File: src/rtl/gpr_write_scheduler.sv
// Write-port scheduler: arbitrates two writeback ports into an in-order queue
// that drains one write per cycle onto the register file's single write port.
module gpr_write_scheduler #(
    parameter int unsigned DEPTH = 4
) (
    input  logic        clk,
    input  logic        reset,
    input  logic        aValid,
    input  logic [0:4]  aRw,
    input  logic [0:31] aBusW,
    output logic        aReady,
    input  logic        mValid,
    input  logic [0:4]  mRw,
    input  logic [0:31] mBusW,
    output logic        mReady,
    input  logic        wbHold,
    output logic        regWr,
    output logic [0:4]  Rw,
    output logic [0:31] busW,
    output logic [0:31] busy,
    output logic [0:3]  wrPending
);

    localparam int unsigned PW = (DEPTH > 2) ? $clog2(DEPTH) : 1;
    localparam int unsigned CW = 4;
    localparam logic [CW-1:0] DEPTH_W = CW'(DEPTH);

    logic [0:4]       q_rw   [DEPTH];
    logic [0:31]      q_data [DEPTH];
    logic [DEPTH-1:0] vld;
    logic [PW-1:0]    head;
    logic [PW-1:0]    tail;
    logic [PW-1:0]    tail_1;
    logic [CW-1:0]    count;
    logic [CW-1:0]    free;
    logic             rr_ptr;

    logic        a_nz;
    logic        m_nz;
    logic        pop;
    logic        grant_a;
    logic        grant_m;
    logic        push0;
    logic        push1;
    logic [0:4]  push0_rw;
    logic [0:31] push0_data;
    logic [0:4]  push1_rw;
    logic [0:31] push1_data;

    function automatic logic [PW-1:0] wrap_inc(input logic [PW-1:0] p);
        if (p == PW'(DEPTH - 1)) return '0;
        return p + PW'(1);
    endfunction

    // Arbitration: R0 requests never compete for slots.
    always_comb begin
        a_nz    = aValid & (aRw != '0);
        m_nz    = mValid & (mRw != '0);
        pop     = (count != '0) & ~wbHold;
        free    = DEPTH_W - count + CW'(pop);
        grant_a = 1'b0;
        grant_m = 1'b0;
        if (free >= CW'(2)) begin
            grant_a = a_nz;
            grant_m = m_nz;
        end else if (free == CW'(1)) begin
            if (!rr_ptr) begin
                grant_a = a_nz;
                grant_m = ~a_nz & m_nz;
            end else begin
                grant_m = m_nz;
                grant_a = ~m_nz & a_nz;
            end
        end
        aReady = grant_a | (aValid & (aRw == '0));
        mReady = grant_m | (mValid & (mRw == '0));
    end

    // Enqueue ordering: priority port first when both are granted.
    always_comb begin
        push0      = grant_a | grant_m;
        push1      = grant_a & grant_m;
        tail_1     = wrap_inc(tail);
        push0_rw   = aRw;
        push0_data = aBusW;
        push1_rw   = mRw;
        push1_data = mBusW;
        if ((push1 && rr_ptr) || (!push1 && grant_m)) begin
            push0_rw   = mRw;
            push0_data = mBusW;
            push1_rw   = aRw;
            push1_data = aBusW;
        end
    end

    always_ff @(posedge clk or posedge reset) begin
        if (reset) begin
            head   <= '0;
            tail   <= '0;
            count  <= '0;
            rr_ptr <= 1'b0;
            vld    <= '0;
            for (int k = 0; k < DEPTH; k++) begin
                q_rw[k]   <= '0;
                q_data[k] <= '0;
            end
        end else begin
            // Pop clears before push sets, so a full-queue push into the head slot survives.
            if (pop) begin
                vld[head] <= 1'b0;
                head      <= wrap_inc(head);
            end
            if (push0) begin
                q_rw[tail]   <= push0_rw;
                q_data[tail] <= push0_data;
                vld[tail]    <= 1'b1;
            end
            if (push1) begin
                q_rw[tail_1]   <= push1_rw;
                q_data[tail_1] <= push1_data;
                vld[tail_1]    <= 1'b1;
            end
            if (push1)
                tail <= wrap_inc(tail_1);
            else if (push0)
                tail <= tail_1;
            count <= count + CW'(grant_a) + CW'(grant_m) - CW'(pop);
            if (a_nz && m_nz && (grant_a || grant_m))
                rr_ptr <= ~rr_ptr;
        end
    end

    // Register-file drive and scoreboard view of in-flight writes.
    always_comb begin
        regWr     = pop;
        Rw        = pop ? q_rw[head]   : '0;
        busW      = pop ? q_data[head] : '0;
        wrPending = count;
        busy      = '0;
        for (int k = 0; k < DEPTH; k++) begin
            if (vld[k]) busy[q_rw[k]] = 1'b1;
        end
        busy[0] = 1'b0;
    end

endmodule

File: config.mk
export PLATFORM = sky130hd
export DESIGN_NAME = gpr_write_scheduler
export DESIGN_NICKNAME = d
export VERILOG_FILES = /design/src/rtl/gpr_write_scheduler.sv
export SDC_FILE = /design/constraint.sdc
export NUM_CORES = 1
export LEC_CHECK = 0
export ABC_AREA = 1
export BUFFER_PORTS_ARGS = -buffer_cell sky130_fd_sc_hd__buf_2
export CAP_MARGIN = 20
export CORE_MARGIN = 2
export CORE_UTILIZATION = 60
export DETAILED_ROUTE_END_ITERATION = 8
export PLACE_DENSITY = 0.8
export SETUP_SLACK_MARGIN = 0.15
export SYNTH_ARGS = -nofsm -noshare
export SYNTH_HDL_FRONTEND = slang
export SYNTH_SLANG_ARGS = --single-unit
File: constraint.sdc
create_clock -name clk -period 5.5 [get_ports clk]
set_clock_uncertainty 0.15 [all_clocks]
set_input_delay 0.55 -clock clk [delete_from_list [all_inputs] [get_ports clk]]
set_output_delay 0.55 -clock clk [all_outputs]
set_load 0.005 [all_outputs]
* After elaboration in Yosys (flattened, before gate mapping)
Cells that the tools add are included.
** Cells by class
- Add/subtract/negate cells :: 8
- Magnitude comparators :: 20
- Eq/ne operators :: 4
- Muxes and demuxes :: 68
- Bitwise gates (word level) :: 29
- Reductions and logical operators :: 22
** Operators with widths (number)
- bitwise mux 128 bit :: 2
- 2-to-1 mux 128 bit :: 2
- 2-to-1 mux 32 bit :: 7
- demux 32 bit (select 2 bit) :: 2
- 2-to-1 mux 31 bit :: 4
- OR 31 bit :: 3
- binary-select mux 32 bit (select 2 bit) :: 1
- bitwise mux 20 bit :: 2
- 2-to-1 mux 20 bit :: 2
- 2-to-1 mux 5 bit :: 7
- greater-or-equal comparator 6 bit, second input constant :: 4
- < comparator 6 x 1 -> 1 bit, second input constant :: 4
- NOT 5 -> 6 bit :: 4
- demux 1 bit (select 5 bit) :: 4
- demux 5 bit (select 2 bit) :: 2
- 2-to-1 mux 1 bit :: 18
- 2-to-1 mux 2 bit :: 8
- logical AND 1 bit :: 13
- adder 4 x 1 -> 4 bit :: 3
- 2-to-1 mux 4 bit :: 3
- binary-select mux 5 bit (select 2 bit) :: 1
- zero test 5 bit :: 2
- nonzero test 5 bit :: 2
- greater-or-equal comparator 3 bit, second input constant :: 3
- other kinds (21) :: 48
** Word-level totals
- Flip-flop bits (word level) :: 161
- Input bits :: 79
- Word-level logic and storage cells :: 164

* Logic depth before layout (Yosys ltp)
Gate-level depths: netlist of the first run.
- Depth in word-level cells :: 16
- Gate-level depth with buffers :: 24
- Mapped depth without buffers :: 21

* Least setup slack after synthesis of the first run
OpenSTA, ideal clock, no wires.
- Path kind :: register to register
- From :: register count[2] (netlist: wrPending[1])
- To :: register count[2] (netlist: wrPending[1])
- Library setup time :: 0.123 ns
- Arrival :: 3.676 ns
- Data required time :: 5.227 ns
- Path slack :: 1.552 ns
- Stages on the path, launching flop included :: 20
- Path buffers :: 1
- Period minus slack after synthesis :: 3.948 ns
- Cells stage by stage :: dfrtp_1 inv_1 ha_1 a31oi_1 inv_1 clkbuf_1 ha_1 inv_2 ha_1 inv_1 nand2_1 nor2_1 nand3_1 inv_2 nand2_4 nand2_8 ha_1 fa_1 fa_1 xnor2_1
** Between the ends
- Longest elaborated chain between the ends :: 9
** RTL lines
- start: declaration :: RTL line 34 : logic [CW-1:0] count;
- start signal: assignment :: RTL line 127 : count <= count + CW'(grant_a) + CW'(grant_m) - CW'(pop);
- nonzero test 4 bit (*) :: RTL line 59 : pop = (count != '0) & ~wbHold;
- AND 1 bit (*) :: RTL line 59
- via regWr :: RTL line 17 : output logic regWr,
- branches (longest 6 deep; another with adder 4 x 1 -> 4 bit)
- subtractor 4 x 1 -> 4 bit (*) :: RTL line 127
Mark *: on every way through the listed nets, which the timed path passes.
A chain may end at the register's enable or synchronous reset.

* Worst setup path in the final report of the first run
- From :: register count[2] (netlist: wrPending[1])
- To :: register q_data[77] (netlist bit)
** Between the ends
- Longest elaborated chain between the ends :: 15
** RTL lines
- branches (longest 2 deep; another with subtractor 3 x 4 -> 4 bit)
- adder 4 x 1 -> 4 bit (*) :: RTL line 60 : free = DEPTH_W - count + CW'(pop);
- branches (longest 11 deep; another with greater-or-equal comparator 4 x 2 -> 1 bit)
- 2-to-1 mux 128 bit (*) :: RTL line 118 : if (push1) begin
- end signal: indexed assignment :: RTL line 115 : q_data[tail] <= push0_data;
- end signal: indexed assignment :: RTL line 120 : q_data[tail_1] <= push1_data;
- end: declaration :: RTL line 29 : logic [0:31] q_data [DEPTH];
Mark *: on every way between the ends.

==> results of run 1 <==
==> cell usage in the layout, fill, tap and decap left out, drive strengths merged, types with 3 or more instances in the layout <==
| master | n |
|---|---|
| clkbuf | 19 |
| clkinvlp | 3 |
| inv | 211 |
| nand2 | 621 |
| dfrtp | 161 |
| a21oi | 183 |
| ha | 18 |
| o21ai | 94 |
| o221ai | 31 |
| o22a | 30 |
| nor2 | 297 |
| nand3 | 155 |
| bufinv | 4 |
| nor3 | 3 |
| buf | 174 |
==> final timing paths <==
path                              start          to  depth (start not counted)
setup / recovery           wrPending[1]  q_data[77]                         21
hold / removal                    reset     q_rw[9]                          2
setup reg to reg           wrPending[1]  q_data[77]                         21
hold reg to reg              q_data[92]  q_data[92]                          2
max in group asynchronous         reset  q_data[15]                          3
min in group clk             q_data[92]  q_data[92]                          2
==> report_power, final <==
| part | switching (mW) | total (mW) | internal (mW) |
|---|---|---|---|
| Combinational | 3.26 | 4.86 | 1.60 |
| Clock | 0.532 | 1.31 | 0.782 |
| Sequential | 0.412 | 2.21 | 1.80 |
==> worst max-delay path: stages (launching register included) <==
cell and delay [ps]:
dfrtp_1 440, inv_1 100, ha_1 140, a31oi_1 80
buf_4 180, inv_1 60, buf_4 480, ha_1 260
inv_2 50, ha_1 270, inv_1 60, nand2_1 50
nor2_1 80, nand3_1 150, inv_2 140, nand2_4 80
nand2_2 630, buf_4 550, nand3_1 130, nand2_1 160
nand2_1 70, a21oi_1 210
==> registers in the layout, summed over array words and instances, names as in the netlist <==
signal     count
head           2
q_data       128
q_rw          20
rr_ptr         1
tail           2
vld            4
wrPending      4
==> cell type report <==
cell class	instances	area, µm²	share of cell area
multi-input combinational	1441	6593	0.4943
sequential	161	4030	0.3022
timing repair buffer	174	955.9	0.07167
inverter	207	782.0	0.05863
clock buffer	19	442.9	0.03321
tap	265	331.6	0.02486
clock inverter	13	200.2	0.01501
antenna	1	2.502	0.0001876
==> cell families after synthesis <==
logic type | share of synthesized area
and+or+nand+nor | 0.3618
AOI/OAI and AO/OA | 0.1622
xor gates and xnor gates | 0.002191
adders and majority gates | 0.02211
buffers and inverters | 0.1155
other | 0.0003126
DFF | 0.3359
==> metrics by stage <==
stage | utilization | power, mW | setup WS, ps
global placement | 0.6486 | 6.773 | 1091
finish | 0.6831 | 8.389 | 835.4
detailed placement | 0.6486 | 6.921 | 960.4
floorplan | - | 5.638 | 451.7
CTS | 0.6815 | 8.270 | 951.4
global route | 0.6829 | 9.079 | 578.3
==> metal layers <==
metal  vias to the layer above  share of wire
met4                         0          0.031
met2                       736           0.47
li1                       6258              -
met1                      6018           0.40
met5                         -              0
met3                       111          0.099
==> flow_summary.json, run 1 <==
{
  "status": "complete, no violations",
  "clock_sinks": 161,
  "drt_iter0_drc": 1253,
  "clock_latency_ps": 440,
  "cp.required_ps": 5710,
  "netlist_top_cells_area": "dfrtp_1, nand2_1, nor2_1",
  "yosys.area.top_type": "dfrtp_1",
  "cts_root_buffer": "clkbuf_16",
  "rsz0062_at_grt": "false",
  "use_met2": 0.5912,
  "wl_per_cell_um": 16.84,
  "clkTransAtPathRegs_ps": 70,
  "gp_congestion": 0.9413,
  "design_area_um2": 13340,
  "area_growth_pct": 11.19,
  "cts_max_level": 4,
  "antenna_found_initial": 1,
  "drcViolationCount": 0,
  "setup_viol": 0,
  "yosys.area.top_type_share": 0.3359,
  "antenna_left": 0,
  "hp-class": "input port to async pin",
  "grt_pass1_wl_um": 61900,
  "syn_avg_cell_area_um2": 6.248,
  "timing.fmax_ghz": 0.2144,
  "final-hold-violation-count": 0,
  "gr-usage-all-layers": 0.3579,
  "fin_cells": 2281,
  "path_class": "register to register",
  "vias_per_cell": 5.753,
  "synth_seq_cells": 161,
  "worstPathArrival_ps": 4870,
  "io_pins": 155,
  "place_area_um2": 12660,
  "die_x_um": 145.4,
  "end_kind": "register",
  "syn_nets": 2019,
  "core_um2": 19530,
  "ir_drop_uv": 402.0,
  "p_per_area_nw_per_um2": 628.9,
  "power_leakage_nw": 7.322,
  "clockBufferDepth": 2,
  "numCtsBuffers": 17,
  "synth_cell_types": 29,
  "holdWs_ps": 39.20,
  "dp_hpwl_um": 23380,
  "period_needed_ps": 4665,
  "cts_setup_buffers": 0,
  "slew_viol_final": 0,
  "grt_max_degree": 76,
  "cts_resized": 0,
  "dp.cells": 2247,
  "hold_buffers": 0,
  "timing.setup.tns_ps": 0,
  "grt_overflow": 0,
  "syn_inst": 1920,
  "ys_warn_count": 0,
  "met3_usage": 0.05110,
  "dr.pass1.iters": 6,
  "ys.flop_type": "dfrtp_1",
  "critPathLaunchType": "register",
  "via_count": 13120,
  "layout.nets": 2101,
  "cts_tree": "built",
  "path_max_fanout": 40,
  "fp-row-count": 51,
  "netlist_area_um2": 12000,
  "drive_gt1_frac": 0.1166,
  "initial_core_util": 0.6143,
  "die_h_um": 145.4,
  "async_flop_share": 1.000,
  "portBuffers": 153,
  "finalCritPeriodShare": 0.8481,
  "busiest_layer": "met2",
  "ff2ff_setup_slack_ps": 840,
  "yosysMostFrequentCell": "nand2_1",
  "worst_pin_slew_ps": 989.1,
  "fill_cells": 1815,
  "grt_use_met1": 0.4784,
  "synth_edf_count": 0,
  "grt_pass1_vias": 12130,
  "wirelength_um": 38400,
  "maxSlewHeadroom": 0.3396,
  "synthTopCellsByCount": "nand2_1, nor2_1, inv_1, a21oi_1, dfrtp_1",
  "yosysSeqAreaShare": 0.3359,
  "cap_violations": 0,
  "die_area_um2": 21140
}
No activity file was read; power rests on OpenSTA's default activity.
==> inputs of run 2 (changes only) <==
Clock period 5.5 ns to 4.83 ns, I/O delays scaled along.
==> run 2 against run 1 <==
Total power grew 11%; critical path depth is the same; clock power is essentially flat; wire length shrank 2.7%; die area is the same; register-to-register slack gained 20 ps; count of clock-buffer cells in the layout shrank 1; maximum frequency grew 17%.
==> flow_summary.json, run 2 (same netlist as run 1, synthesis figures left out) <==
{
  "diodes": 0,
  "hp-class": "input port to async pin",
  "core_um2": 19530,
  "antenna_found_initial": 0,
  "timing.setup.tns_ps": 0,
  "clkTransAtPathRegs_ps": 70,
  "die_h_um": 145.4,
  "power_frac_clock": 0.144,
  "dp_hpwl_um": 22950,
  "setup_viol": 0,
  "dp.cells": 2245,
  "p_per_area_nw_per_um2": 703.0,
  "hold_buffers": 0,
  "holdWs_ps": 118.0,
  "max_flop_register": "q_data",
  "die_area_um2": 21140,
  "finalCritPeriodShare": 0.8233,
  "layout_common_cells": "nand2_1, nor2_1, inv_1",
  "clock_sinks": 161,
  "grt_pass1_wl_um": 60740,
  "rsz0062_at_grt": "false",
  "path_max_fanout": 52,
  "largestRegisters": "q_data (128), q_rw (20)",
  "power_leakage_nw": 7.291,
  "wirelength_um": 37380,
  "place_area_um2": 12710,
  "worst_pin_slew_ps": 969.5,
  "cap_violations": 0,
  "timing.fmax_ghz": 0.2515,
  "drt_iter0_drc": 1178,
  "fin_cells": 2277,
  "power_mw": 9.340,
  "layout.nets": 2098,
  "portBuffers": 153,
  "drive_gt1_frac": 0.1153,
  "net-switching-power_mw": 4.744,
  "slew_viol_final": 0,
  "numCtsBuffers": 17,
  "largest_reg_flops": 128,
  "io_pins": 155,
  "clockBufferDepth": 2,
  "worstPathArrival_ps": 4180,
  "seq_power_share": 0.270,
  "fp-row-count": 51,
  "grt_pass1_vias": 12050,
  "design_area_um2": 13290,
  "drcViolationCount": 0,
  "status": "complete, no violations",
  "p_int_mw": 4.596,
  "clock_latency_ps": 440,
  "critPathLaunchType": "register",
  "grt_overflow": 0,
  "cts_setup_buffers": 0,
  "wl_per_cell_um": 16.42,
  "cts_tree": "built",
  "antenna_left": 0,
  "maxSlewHeadroom": 0.3527,
  "area_growth_pct": 10.76,
  "comb_power_share": 0.587,
  "cts_max_level": 4,
  "die_x_um": 145.4,
  "end_kind": "register",
  "cts_root_buffer": "clkbuf_16",
  "gp_congestion": 0.9512,
  "vias_per_cell": 5.741,
  "initial_core_util": 0.6143,
  "final-hold-violation-count": 0,
  "cts_resized": 0,
  "path_class": "register to register",
  "ir_drop_uv": 449.9,
  "gr-usage-all-layers": 0.3510,
  "final_common_cell": "nand2_1",
  "dr.pass1.iters": 5,
  "swShare": 0.5079,
  "via_count": 13070,
  "grt_max_degree": 162,
  "period_needed_ps": 3977,
  "cp.required_ps": 5040
}
-- run 2: cell count changes in the layout (fill, tap and decap cells not counted) --
cell,before,now
buf_12,1,6
buf_16,1,0
buf_4,19,12
bufinv_16,4,1
clkbuf_8,1,0
clkinv_4,2,3
clkinvlp_4,3,5
diode_2,1,0
inv_8,2,3
-- run 2: cell type report --
class	count	area (µm²)
clock buffer	18	429.2
clock inverter	14	146.4
fill	1818	6240
inverter	207	780.7
multi-input combinational	1441	6593
sequential	161	4030
tap	265	331.6
timing repair buffer	171	975.9
-- run 2: final timing paths --
kind                         startpoint           end  slack [ps]  cells after the start
max in group asynchronous         reset  wrPending[3]        3730                      3
setup / recovery           wrPending[1]    q_data[84]         850                     21
min in group clk               aBusW[3]    q_data[92]         300                      5
hold / removal                    reset       q_rw[8]         120                      3
hold reg to reg              q_data[92]    q_data[92]         370                      2
setup reg to reg           wrPending[1]    q_data[84]         850                     21
-- run 2: through the flow --
step                      utilization  worst slack (ps)
after floorplan                     -             881.6
after global placement         0.6510              1057
after detailed placement       0.6510             935.3
after CTS                      0.6804             911.1
after global routing           0.6804             500.4
final                          0.6804             853.5
-- run 2: power groups by stage --
stage,clock (mW),sequential (mW),combinational [mW]
detailed placement,0,2.51,5.37
CTS,1.35,2.49,5.40
global placement,0,2.48,5.23
finish,1.34,2.52,5.48
floorplan,0,2.40,4.02
global route,1.40,2.59,6.17
-- run 2: critical path, stage by stage, from the launching register on --
cell     delay (ps)
dfrtp_1         450
inv_1            90
ha_1            200
a31oi_1         150
buf_4           190
inv_1            80
ha_1            200
inv_2            60
ha_1            130
inv_1            50
nor2_1           70
nor2_1           50
nand3_1         150
inv_2            90
nand2_4          90
nand2_8          80
inv_2           410
buf_4           580
nand3_1         140
nand2_1         200
nand2_1          70
a21oi_1         190
-- run 2: metal layers --
metal	up-vias	routed length (µm)	track usage
met4	0	946	0.1358
met3	78	3530	0.05893
met5	-	0	0
met1	6016	15040	0.4622
met2	732	17870	0.5825
li1	6247	-	-
